<file path="config.mk">
export PLATFORM = sky130hd
export DESIGN_NAME = m6502_bus_target_flat
export DESIGN_NICKNAME = d
export VERILOG_FILES = /design/src/rtl/m6502_bus_target_if.sv /design/src/rtl/m6502_bus_target.sv /design/src/flat_wrapper.sv
export SDC_FILE = /design/constraint.sdc
export NUM_CORES = 1
export LEC_CHECK = 0
export BUFFER_PORTS_ARGS = -buffer_cell sky130_fd_sc_hd__buf_2
export CORE_MARGIN = 4
export CORE_UTILIZATION = 50
export DETAILED_ROUTE_END_ITERATION = 10
export GPL_ROUTABILITY_DRIVEN = 0
export PLACE_DENSITY = 0.69
export REMOVE_ABC_BUFFERS = 1
export SLEW_MARGIN = 5
export SYNTH_ARGS = -nofsm -noshare
export SYNTH_HDL_FRONTEND = slang
export SYNTH_SLANG_ARGS = --single-unit
export TNS_END_PERCENT = 50
</file>
<file path="constraint.sdc">
create_clock -name clk -period 2.34 [get_ports clk]
set_input_delay 0.351 -clock clk [delete_from_list [all_inputs] [get_ports clk]]
set_output_delay 0.351 -clock clk [all_outputs]
set_load 0.01 [all_outputs]
</file>
<file path="src/rtl/m6502_bus_target_if.sv">
// Bus between an arlet6502-style CPU and a memory-mapped target.
// RDY handshake: the CPU presents A/DO/WE and holds them every cycle RDY=0;
// the access is taken on the rising edge that ends the first cycle with RDY=1.
interface m6502_bus_target_if;
   logic [15:0] A;
   logic [7:0]  DO;
   logic        WE;
   logic [7:0]  DI;
   logic        RDY;
   logic        IRQ;
   logic        NMI;
   logic        sel_q;
   logic        dbg_stall;
   logic [2:0]  dbg_wcnt;

   modport master (
      output A, DO, WE,
      input  DI, RDY, IRQ, NMI, sel_q, dbg_stall, dbg_wcnt
   );

   modport slave (
      input  A, DO, WE,
      output DI, RDY, IRQ, NMI, sel_q, dbg_stall, dbg_wcnt
   );
endinterface

</file>
<file path="src/rtl/m6502_bus_target.sv">
// 16-byte register window on the 6502 bus: wait-state generator, prescaled
// interval timer driving IRQ, and a software-triggered NMI source.
module m6502_bus_target #(
   parameter logic [15:0] BASE_ADDR   = 16'hFE00,
   parameter int unsigned WAIT_CYCLES = 1,
   parameter int unsigned PRESCALE    = 16
) (
   input logic               clk,
   input logic               reset,
   m6502_bus_target_if.slave bus
);

   typedef enum logic {
      ST_IDLE  = 1'b0,
      ST_STALL = 1'b1
   } wstate_t;

   localparam bit          NO_WAIT    = (WAIT_CYCLES == 0);
   localparam logic [2:0]  WAIT_INIT  = NO_WAIT ? 3'd0 : 3'(WAIT_CYCLES - 1);
   localparam logic [15:0] PRESC_LAST = 16'(PRESCALE - 1);

   wstate_t     state_q, state_d;
   logic [2:0]  wcnt_q, wcnt_d;
   logic        sel;
   logic [3:0]  offset;
   logic        rdy_fsm;
   logic        commit;

   logic        wr, rd;
   logic        wr_reload_lo, wr_reload_hi, wr_ctrl, wr_status, wr_nmi;
   logic        rd_count_lo;
   logic [7:0]  rdata;

   logic [15:0] reload_q;
   logic [15:0] count_q;
   logic [15:0] presc_q;
   logic [7:0]  snap_hi_q;
   logic        en_q, auto_q, ie_q;
   logic        exp_q, nmip_q;
   logic        irq_q, nmi_q;
   logic [7:0]  di_q;
   logic        sel_q_q;
   logic        tick, expire;

   assign sel    = (bus.A[15:4] == BASE_ADDR[15:4]);
   assign offset = bus.A[3:0];

   // Wait-state FSM: state register
   always_ff @(posedge clk) begin
      if (reset) begin
         state_q <= ST_IDLE;
         wcnt_q  <= 3'd0;
      end else begin
         state_q <= state_d;
         wcnt_q  <= wcnt_d;
      end
   end

   // Wait-state FSM: next state
   always_comb begin
      state_d = state_q;
      wcnt_d  = wcnt_q;
      case (state_q)
         ST_IDLE: begin
            if (sel && !NO_WAIT) begin
               state_d = ST_STALL;
               wcnt_d  = WAIT_INIT;
            end
         end
         ST_STALL: begin
            if (wcnt_q != 3'd0) wcnt_d = wcnt_q - 3'd1;
            else                state_d = ST_IDLE;
         end
         default: state_d = ST_IDLE;
      endcase
   end

   // Wait-state FSM: outputs
   always_comb begin
      rdy_fsm = 1'b1;
      commit  = 1'b0;
      case (state_q)
         ST_IDLE: begin
            rdy_fsm = NO_WAIT || !sel;
            commit  = NO_WAIT && sel;
         end
         ST_STALL: begin
            rdy_fsm = (wcnt_q == 3'd0);
            commit  = (wcnt_q == 3'd0);
         end
         default: begin
            rdy_fsm = 1'b1;
            commit  = 1'b0;
         end
      endcase
   end

   assign bus.RDY       = reset | rdy_fsm;
   assign bus.dbg_stall = (state_q == ST_STALL);
   assign bus.dbg_wcnt  = wcnt_q;

   assign wr = commit && bus.WE && !reset;
   assign rd = commit && !bus.WE && !reset;

   assign wr_reload_lo = wr && (offset == 4'h0);
   assign wr_reload_hi = wr && (offset == 4'h1);
   assign wr_ctrl      = wr && (offset == 4'h4);
   assign wr_status    = wr && (offset == 4'h5);
   assign wr_nmi       = wr && (offset == 4'h6);
   assign rd_count_lo  = rd && (offset == 4'h2);

   always_comb begin
      rdata = 8'h00;
      case (offset)
         4'h0:    rdata = reload_q[7:0];
         4'h1:    rdata = reload_q[15:8];
         4'h2:    rdata = count_q[7:0];
         4'h3:    rdata = snap_hi_q;
         4'h4:    rdata = {5'b0, ie_q, auto_q, en_q};
         4'h5:    rdata = {6'b0, nmip_q, exp_q};
         default: rdata = 8'h00;
      endcase
   end

   // A CTRL write in the same cycle as a tick takes precedence over the tick.
   assign tick   = en_q && (presc_q == PRESC_LAST) && !wr_ctrl;
   assign expire = tick && (count_q == 16'd0);

   always_ff @(posedge clk) begin
      if (reset) begin
         reload_q <= 16'd0;
         count_q  <= 16'd0;
         presc_q  <= 16'd0;
         en_q     <= 1'b0;
         auto_q   <= 1'b0;
         ie_q     <= 1'b0;
      end else begin
         if (wr_reload_lo) reload_q[7:0]  <= bus.DO;
         if (wr_reload_hi) reload_q[15:8] <= bus.DO;

         if (wr_ctrl) begin
            en_q   <= bus.DO[0];
            auto_q <= bus.DO[1];
            ie_q   <= bus.DO[2];
            if (bus.DO[0]) begin
               count_q <= reload_q;
               presc_q <= 16'd0;
            end
         end else if (en_q) begin
            if (tick) begin
               presc_q <= 16'd0;
               if (count_q == 16'd0) begin
                  if (auto_q) count_q <= reload_q;
                  else        en_q    <= 1'b0;
               end else begin
                  count_q <= count_q - 16'd1;
               end
            end else begin
               presc_q <= presc_q + 16'd1;
            end
         end
      end
   end

   // Status flags: a hardware set beats a same-cycle write-one-to-clear.
   always_ff @(posedge clk) begin
      if (reset) begin
         exp_q  <= 1'b0;
         nmip_q <= 1'b0;
         irq_q  <= 1'b0;
         nmi_q  <= 1'b0;
      end else begin
         if (expire)                       exp_q <= 1'b1;
         else if (wr_status && bus.DO[0])  exp_q <= 1'b0;

         if (wr_nmi)                       nmip_q <= 1'b1;
         else if (wr_status && bus.DO[1])  nmip_q <= 1'b0;

         irq_q <= exp_q & ie_q;
         nmi_q <= nmip_q;
      end
   end

   // COUNT_LO read snapshots the high byte so a later COUNT_HI read is coherent.
   always_ff @(posedge clk) begin
      if (reset) begin
         di_q      <= 8'h00;
         sel_q_q   <= 1'b0;
         snap_hi_q <= 8'h00;
      end else begin
         sel_q_q <= rd;
         if (rd)          di_q      <= rdata;
         if (rd_count_lo) snap_hi_q <= count_q[15:8];
      end
   end

   assign bus.DI    = di_q;
   assign bus.sel_q = sel_q_q;
   assign bus.IRQ   = irq_q;
   assign bus.NMI   = nmi_q;

endmodule

</file>
<file path="src/flat_wrapper.sv">
// flat-port wrapper written by rule: the top's interface ports become plain ports
module m6502_bus_target_flat 
#(
   parameter logic [15:0] BASE_ADDR   = 16'hFE00,
   parameter int unsigned WAIT_CYCLES = 1,
   parameter int unsigned PRESCALE    = 16
)
  (clk, reset, bus_A, bus_DO, bus_WE, bus_DI, bus_RDY, bus_IRQ, bus_NMI, bus_sel_q, bus_dbg_stall, bus_dbg_wcnt);
  m6502_bus_target_if bus_i ();
  input logic clk;
  input logic reset;
  input wire logic [$bits(bus_i.A)-1:0] bus_A;
  input wire logic [$bits(bus_i.DO)-1:0] bus_DO;
  input wire logic [$bits(bus_i.WE)-1:0] bus_WE;
  output wire logic [$bits(bus_i.DI)-1:0] bus_DI;
  output wire logic [$bits(bus_i.RDY)-1:0] bus_RDY;
  output wire logic [$bits(bus_i.IRQ)-1:0] bus_IRQ;
  output wire logic [$bits(bus_i.NMI)-1:0] bus_NMI;
  output wire logic [$bits(bus_i.sel_q)-1:0] bus_sel_q;
  output wire logic [$bits(bus_i.dbg_stall)-1:0] bus_dbg_stall;
  output wire logic [$bits(bus_i.dbg_wcnt)-1:0] bus_dbg_wcnt;
  assign bus_i.A = bus_A;
  assign bus_i.DO = bus_DO;
  assign bus_i.WE = bus_WE;
  assign bus_DI = bus_i.DI;
  assign bus_RDY = bus_i.RDY;
  assign bus_IRQ = bus_i.IRQ;
  assign bus_NMI = bus_i.NMI;
  assign bus_sel_q = bus_i.sel_q;
  assign bus_dbg_stall = bus_i.dbg_stall;
  assign bus_dbg_wcnt = bus_i.dbg_wcnt;
  m6502_bus_target #(.BASE_ADDR(BASE_ADDR), .WAIT_CYCLES(WAIT_CYCLES), .PRESCALE(PRESCALE)) u_core (.clk(clk), .reset(reset), .bus(bus_i));
endmodule
</file>
* Word level (Yosys, flattened, before mapping) *
Index checks and enable logic that the tools add are counted.

storage, ports and cells
  register bits = 76
  latch bits = 0
  memory bits (writable) = 0
  ROM bits = 0
  bits of input ports = 27
  memories = 0

cells by class
  add/sub/neg operators = 3
  $mul = 0
  div/mod/pow operators = 0
  magnitude comparators = 0
  equality and inequality tests = 12
  shift operators = 0
  muxes and demuxes = 28
  bitwise logic cells = 3
  reductions and logical operators = 30

operators by type and width
  operator               count
  $mux 16                10
  $pmux 8 s6             1
  $add 16x1->16 const B  1
  $eq 16x4->1 const B    1
  $logic_not 16->1       1
  $sub 16x1->16 const B  1
  $logic_and 1x1->1      15
  $eq 12x12->1 const B   1
  $eq 4x3->1 const B     3
  $mux 1                 11
  $eq 4x2->1 const B     2
  $reduce_bool 2->1      4
  $mux 3                 2
  $pmux 1 s2             3
  $pmux 3 s2             1
  $eq 4x1->1 const B     1
  $logic_not 1->1        4
  $logic_not 4->1        1
  $ne 2x2->1 const B     2
  $reduce_and 2->1       2
  $reduce_and 4->1       1
  $logic_not 3->1        1
  $ne 3x1->1 const B     1
  $reduce_bool 3->1      1
  other kinds (5)        5

* Longest topological paths before layout *
  word-level depth = 10
  gate-level depth with buffers = 11
  gate-level depth less buffers = 9

* Worst setup path before layout *
No wires, ideal clock.

  path kind = reg2reg
  start point = register u_core.wcnt_q[0], in the netlist u_core.bus.dbg_wcnt[0]
  end point = register u_core.count_q[13]
  library setup time = 128 ps
  arrival time = 2301 ps
  path slack = -88 ps
  cell stages (with the launch flop) = 12
  path buffers = 2
  path through = dfxtp_1 > inv_1 > ha_1 > ha_1 > and4b_1 > clkbuf_1 > and2_1 > clkbuf_8 > o31ai_1 > o21ai_0 > a22oi_1 > nor2_1

on the way
  word-level cells in the longest chain between the ends = 9
  elaborated cells between the ends (all ways) = 13

RTL lines
  item                                line                     source
  start, declared                     m6502_bus_target.sv:23   logic [2:0] wcnt_q, wcnt_d;
  start signal, assigned              m6502_bus_target.sv:55   wcnt_q <= wcnt_d;
  $logic_not 3->1 (*)                 m6502_bus_target.sv:89   commit = (wcnt_q == 3'd0);
  $pmux 1 s2 (*)                      m6502_bus_target.sv:82   case (state_q)
  $logic_and 1x1->1 (*) (2 in a row)  m6502_bus_target.sv:102  assign wr = commit && bus.WE && !reset;
  $logic_and 1x1->1 (*)               m6502_bus_target.sv:107  assign wr_ctrl = wr && (offset == 4'h4);
  $logic_not 1->1                     m6502_bus_target.sv:126  assign tick = en_q && (presc_q == PRESC_LAST) && !wr_ctrl;
  $logic_and 1x1->1                   m6502_bus_target.sv:126
  $reduce_bool 2->1 (no source line)  --
  $reduce_and 4->1 (no source line)   --
  end signal, assigned                m6502_bus_target.sv:146  count_q <= reload_q;
  end signal, assigned                m6502_bus_target.sv:153  if (auto_q) count_q <= reload_q;
  end signal, assigned                m6502_bus_target.sv:156  count_q <= count_q - 16'd1;
  end, declared                       m6502_bus_target.sv:35   logic [15:0] count_q;

Mark *: on every way between the ends. The rest lies on a longest branch, timed or not.
A chain may end at the register's enable or synchronous reset.

* Worst setup path after layout *
  start point = register u_core.count_q[11]
  end point = register u_core.count_q[13]

on the way
  word-level cells in the longest chain between the ends = 5
  elaborated cells between the ends (all ways) = 8

RTL lines
  item                                                      line                                              source
  $sub 16x1->16 / $logic_not 16->1 (equally long branches)  m6502_bus_target.sv:156, m6502_bus_target.sv:152
  $mux 16                                                   m6502_bus_target.sv:152                           if (count_q == 16'd0) begin
  $mux 16                                                   m6502_bus_target.sv:150                           if (tick) begin
  $mux 16                                                   m6502_bus_target.sv:149                           end else if (en_q) begin
  $mux 16                                                   m6502_bus_target.sv:141                           if (wr_ctrl) begin

Parallel ways exist; a longest one is shown, timed or not. The select of a mux whose other input is x is not followed.

==> out/metrics.csv <==
metric,value,unit
status,"finished, final reports clean",
comb_power_share,3.4,%
die_w,96.5,µm
synth_warnings,0,
rsz0062_at_grt,true,
end_kind,register,
ir_drop,0.309,mV
drive_above_1_share,24.7,%
yosysUniqueCellTypes,64,
cap_violations,0,
met2_length,4810,µm
diodes,0,
dieArea,0.00931,mm²
yosysTopAreaCell,dfxtp_1,
clock.fmax,446,MHz
cts.path.max_buffers,2,
setup_viol,0,
syn-cell-area,0.00392,mm²
grt-ovfl-total,0,
crit_required,2.55,ns
routed.top_layer,met4,
rr_worst_depth,7,
post-route-util,60.2,%
rows,32,
cp_max_fo,9,
drtPass1Iterations,5,
r2r-start,u_core.count_q[11]$_SDFFE_PP0P_,
fin_crit,2.24,ns
relSlewSlack,53.2,%
worstPathArrival,2.45,ns
viasPerCell,5.69,
gr-usage-all-layers,21.9,%
power_leakage,1.92,nW
postRouteAntennaNets,0,
cts_tree,yes,
clock_skew,0.0126,ns
grt_max_degree,67,
rr_endpoint,u_core.count_q[13]$_SDFFE_PP0P_,
ys.flop_type,dfxtp_1,
htreeDepth,3,
final_nets,555,
synth-edff-count,0,
hold_depth,3,
startpoint_type,register,
drv_slew,0,
syn2layout_area_growth,18.2,%
tightest_slew,0.702,ns
finalCritPeriodShare,95.9,%
drc,0,
avgSynthCellArea,8.55,µm²
portBuffers,42,
holdCritStartpoint,bus_DO[4],
ios,43,
hold_viol_final,0,
numCtsBuffers,9,
met3WireLength,410,µm
p_clk_share,41.8,%
worstSetupPathType,reg -> reg,
synthArstFlopShare,0,%
routedLengthMet1,4660,µm
final_cell_mix,"80 x nor2_1, 73 x dfxtp_1, 42 x buf_2",
antenna_found_initial,0,
clk_pin_slew,0.08,ns
synth_top_area_share,38.9,%
final_common_cell,nor2_1,
synth_area_leaders,"dfxtp_1 39%, nor2_1 7.7%, mux2i_1 6.9%",
die_h,96.5,µm
seq_power_share,54.8,%
core,0.00769,mm²
postRouteWirelength,10100,µm
switchingPower,0.524,mW
vias,3579,
netlist_instances,458,
start_util,50.9,%
hp-class,in -> reg,
grt_first_pass_wirelength,15700,µm
r2r_setup_slack,0.1,ns
postCtsHoldBufs,0,
clkLatencyLatePin,0.35,ns
drtIter0Drc,233,
synth-seq-area-share,38.9,%
power.density,510,mW/mm²
clock-sinks,76,
dpl.hpwl,7370,µm
internal_power,1.84,mW
wl_per_cell,16.1,µm
whs,0.248,ns
ys_ff_latch,76,
worst_hold_path.endpoint,u_core.reload_q[4]$_SDFFE_PP0P_,
swShare,22.2,%
root_buffer,clkbuf_8,
grt_pass1_vias,3258,
-- final cells by class --
class	count	area, µm²
fillers	708	3060
repair buffers	79	513
well taps	102	128
clock buffers	11	141
multi-input cells	349	2240
flip-flops and latches	76	1530
inverters	8	30.0
clock inverters	4	50.0
-- metal layers --
layer / vias up / GRT usage [%]
li1: 1781 / -
met5: - / 0
met3: 20 / 3.72
met4: 0 / 10.0
met2: 76 / 35.9
met1: 1702 / 28.2
-- cells in the mapped netlist (2+ instances only) --
cell type,number
a41oi_1,2
and2_1,5
nand4_1,3
mux2i_1,27
o31ai_1,3
a311oi_1,4
o21a_1,2
nand3b_1,3
mux2_2,7
mux4_2,6
clkbuf_8,2
or2_2,2
nor3_2,2
or3_1,2
dfxtp_1,76
inv_1,8
a31oi_1,3
clkbuf_1,11
and2_2,3
nor3_1,15
a21o_1,4
and4b_1,2
o21ai_1,5
o22ai_1,2
a21oi_1,23
xnor2_1,2
a22oi_1,16
ha_1,5
nor2_1,80
buf_2,6
o21ai_0,21
nor2b_1,5
nand3_1,16
buf_6,2
and3_1,4
nand2_1,33
nand2b_1,2
a211oi_1,2
nor3b_1,2
xor2_1,6
nor4_1,11
-- critical path: stages (launching register included) --
cell     delay (ns)
dfxtp_1        0.31
or3_1          0.39
or4_4          0.47
o21ai_4        0.21
buf_4          0.20
mux2_2         0.34
a22oi_1        0.15
nor2_1         0.05
-- sequential cells by signal (all words and copies together) (netlist names) --
| name | flops |
|---|---|
| u_core.snap_hi_q | 8 |
| u_core.bus.dbg_wcnt | 3 |
| u_core.bus.DI | 8 |
| u_core.nmip_q | 1 |
| u_core.en_q | 1 |
| u_core.count_q | 16 |
| u_core.bus.dbg_stall | 1 |
| u_core.bus.NMI | 1 |
| u_core.reload_q | 16 |
| u_core.exp_q | 1 |
| u_core.ie_q | 1 |
| u_core.auto_q | 1 |
| u_core.bus.IRQ | 1 |
| u_core.presc_q | 16 |
| u_core.bus.sel_q | 1 |
-- power by group through the flow --
stage               registers, mW  clock network, mW  logic, mW
detailed placement           1.32                  0     0.0802
finish                       1.29              0.987     0.0808
floorplan                    1.32                  0     0.0152
global route                 1.29               1.05     0.0860
global placement             1.32                  0     0.0794
CTS                          1.29               1.01     0.0805
-- stage by stage --
stage / total power, mW / worst slack (ns) / TNS (ns) / area, µm² / cells
finish: 2.36 / 0.0961 / 0 / 4630 / 629
global route: 2.43 / -0.00774 / -0.0160 / 4630 / 629
CTS: 2.38 / 0.0174 / 0 / 4590 / 628
detailed placement: 1.40 / 0.0333 / 0 / 4400 / 613
global placement: 1.40 / 0.108 / 0 / 4400 / 613
floorplan: 1.34 / -0.252 / -2.41 / 3770 / 433
-- what timing repair did --
item,CTS,global route
setup endpoints to repair,0,29
buffers inserted,0,1
gates resized for setup,0,11
hold endpoints to repair,0,0
-- worst max path at each step --
stage,start,slack (ns),to
after floorplan,u_core.bus.dbg_wcnt[0]$_SDFFE_PP0P_,-0.25,u_core.count_q[1]$_SDFFE_PP0P_
after global placement,u_core.bus.dbg_wcnt[0]$_SDFFE_PP0P_,0.11,u_core.presc_q[3]$_SDFFE_PP0P_
after detailed placement,u_core.bus.dbg_wcnt[0]$_SDFFE_PP0P_,0.03,u_core.presc_q[3]$_SDFFE_PP0P_
after CTS,u_core.bus.dbg_wcnt[0]$_SDFFE_PP0P_,0.02,u_core.presc_q[6]$_SDFFE_PP0P_
after global routing,u_core.bus.dbg_wcnt[0]$_SDFFE_PP0P_,-0.008,u_core.presc_q[12]$_SDFFE_PP0P_
final,u_core.count_q[11]$_SDFFE_PP0P_,0.1,u_core.count_q[13]$_SDFFE_PP0P_
-- logic make-up after synthesis --
family,synth area share [%]
and+or+nand+nor,24.4
AOI/OAI and AO/OA,16.2
DFF,38.9
muxes,12.7
buffers and inverters,4.51
xor gates and xnor gates,1.79
adders and majority gates,1.60
(Power assumes the default switching activity.)
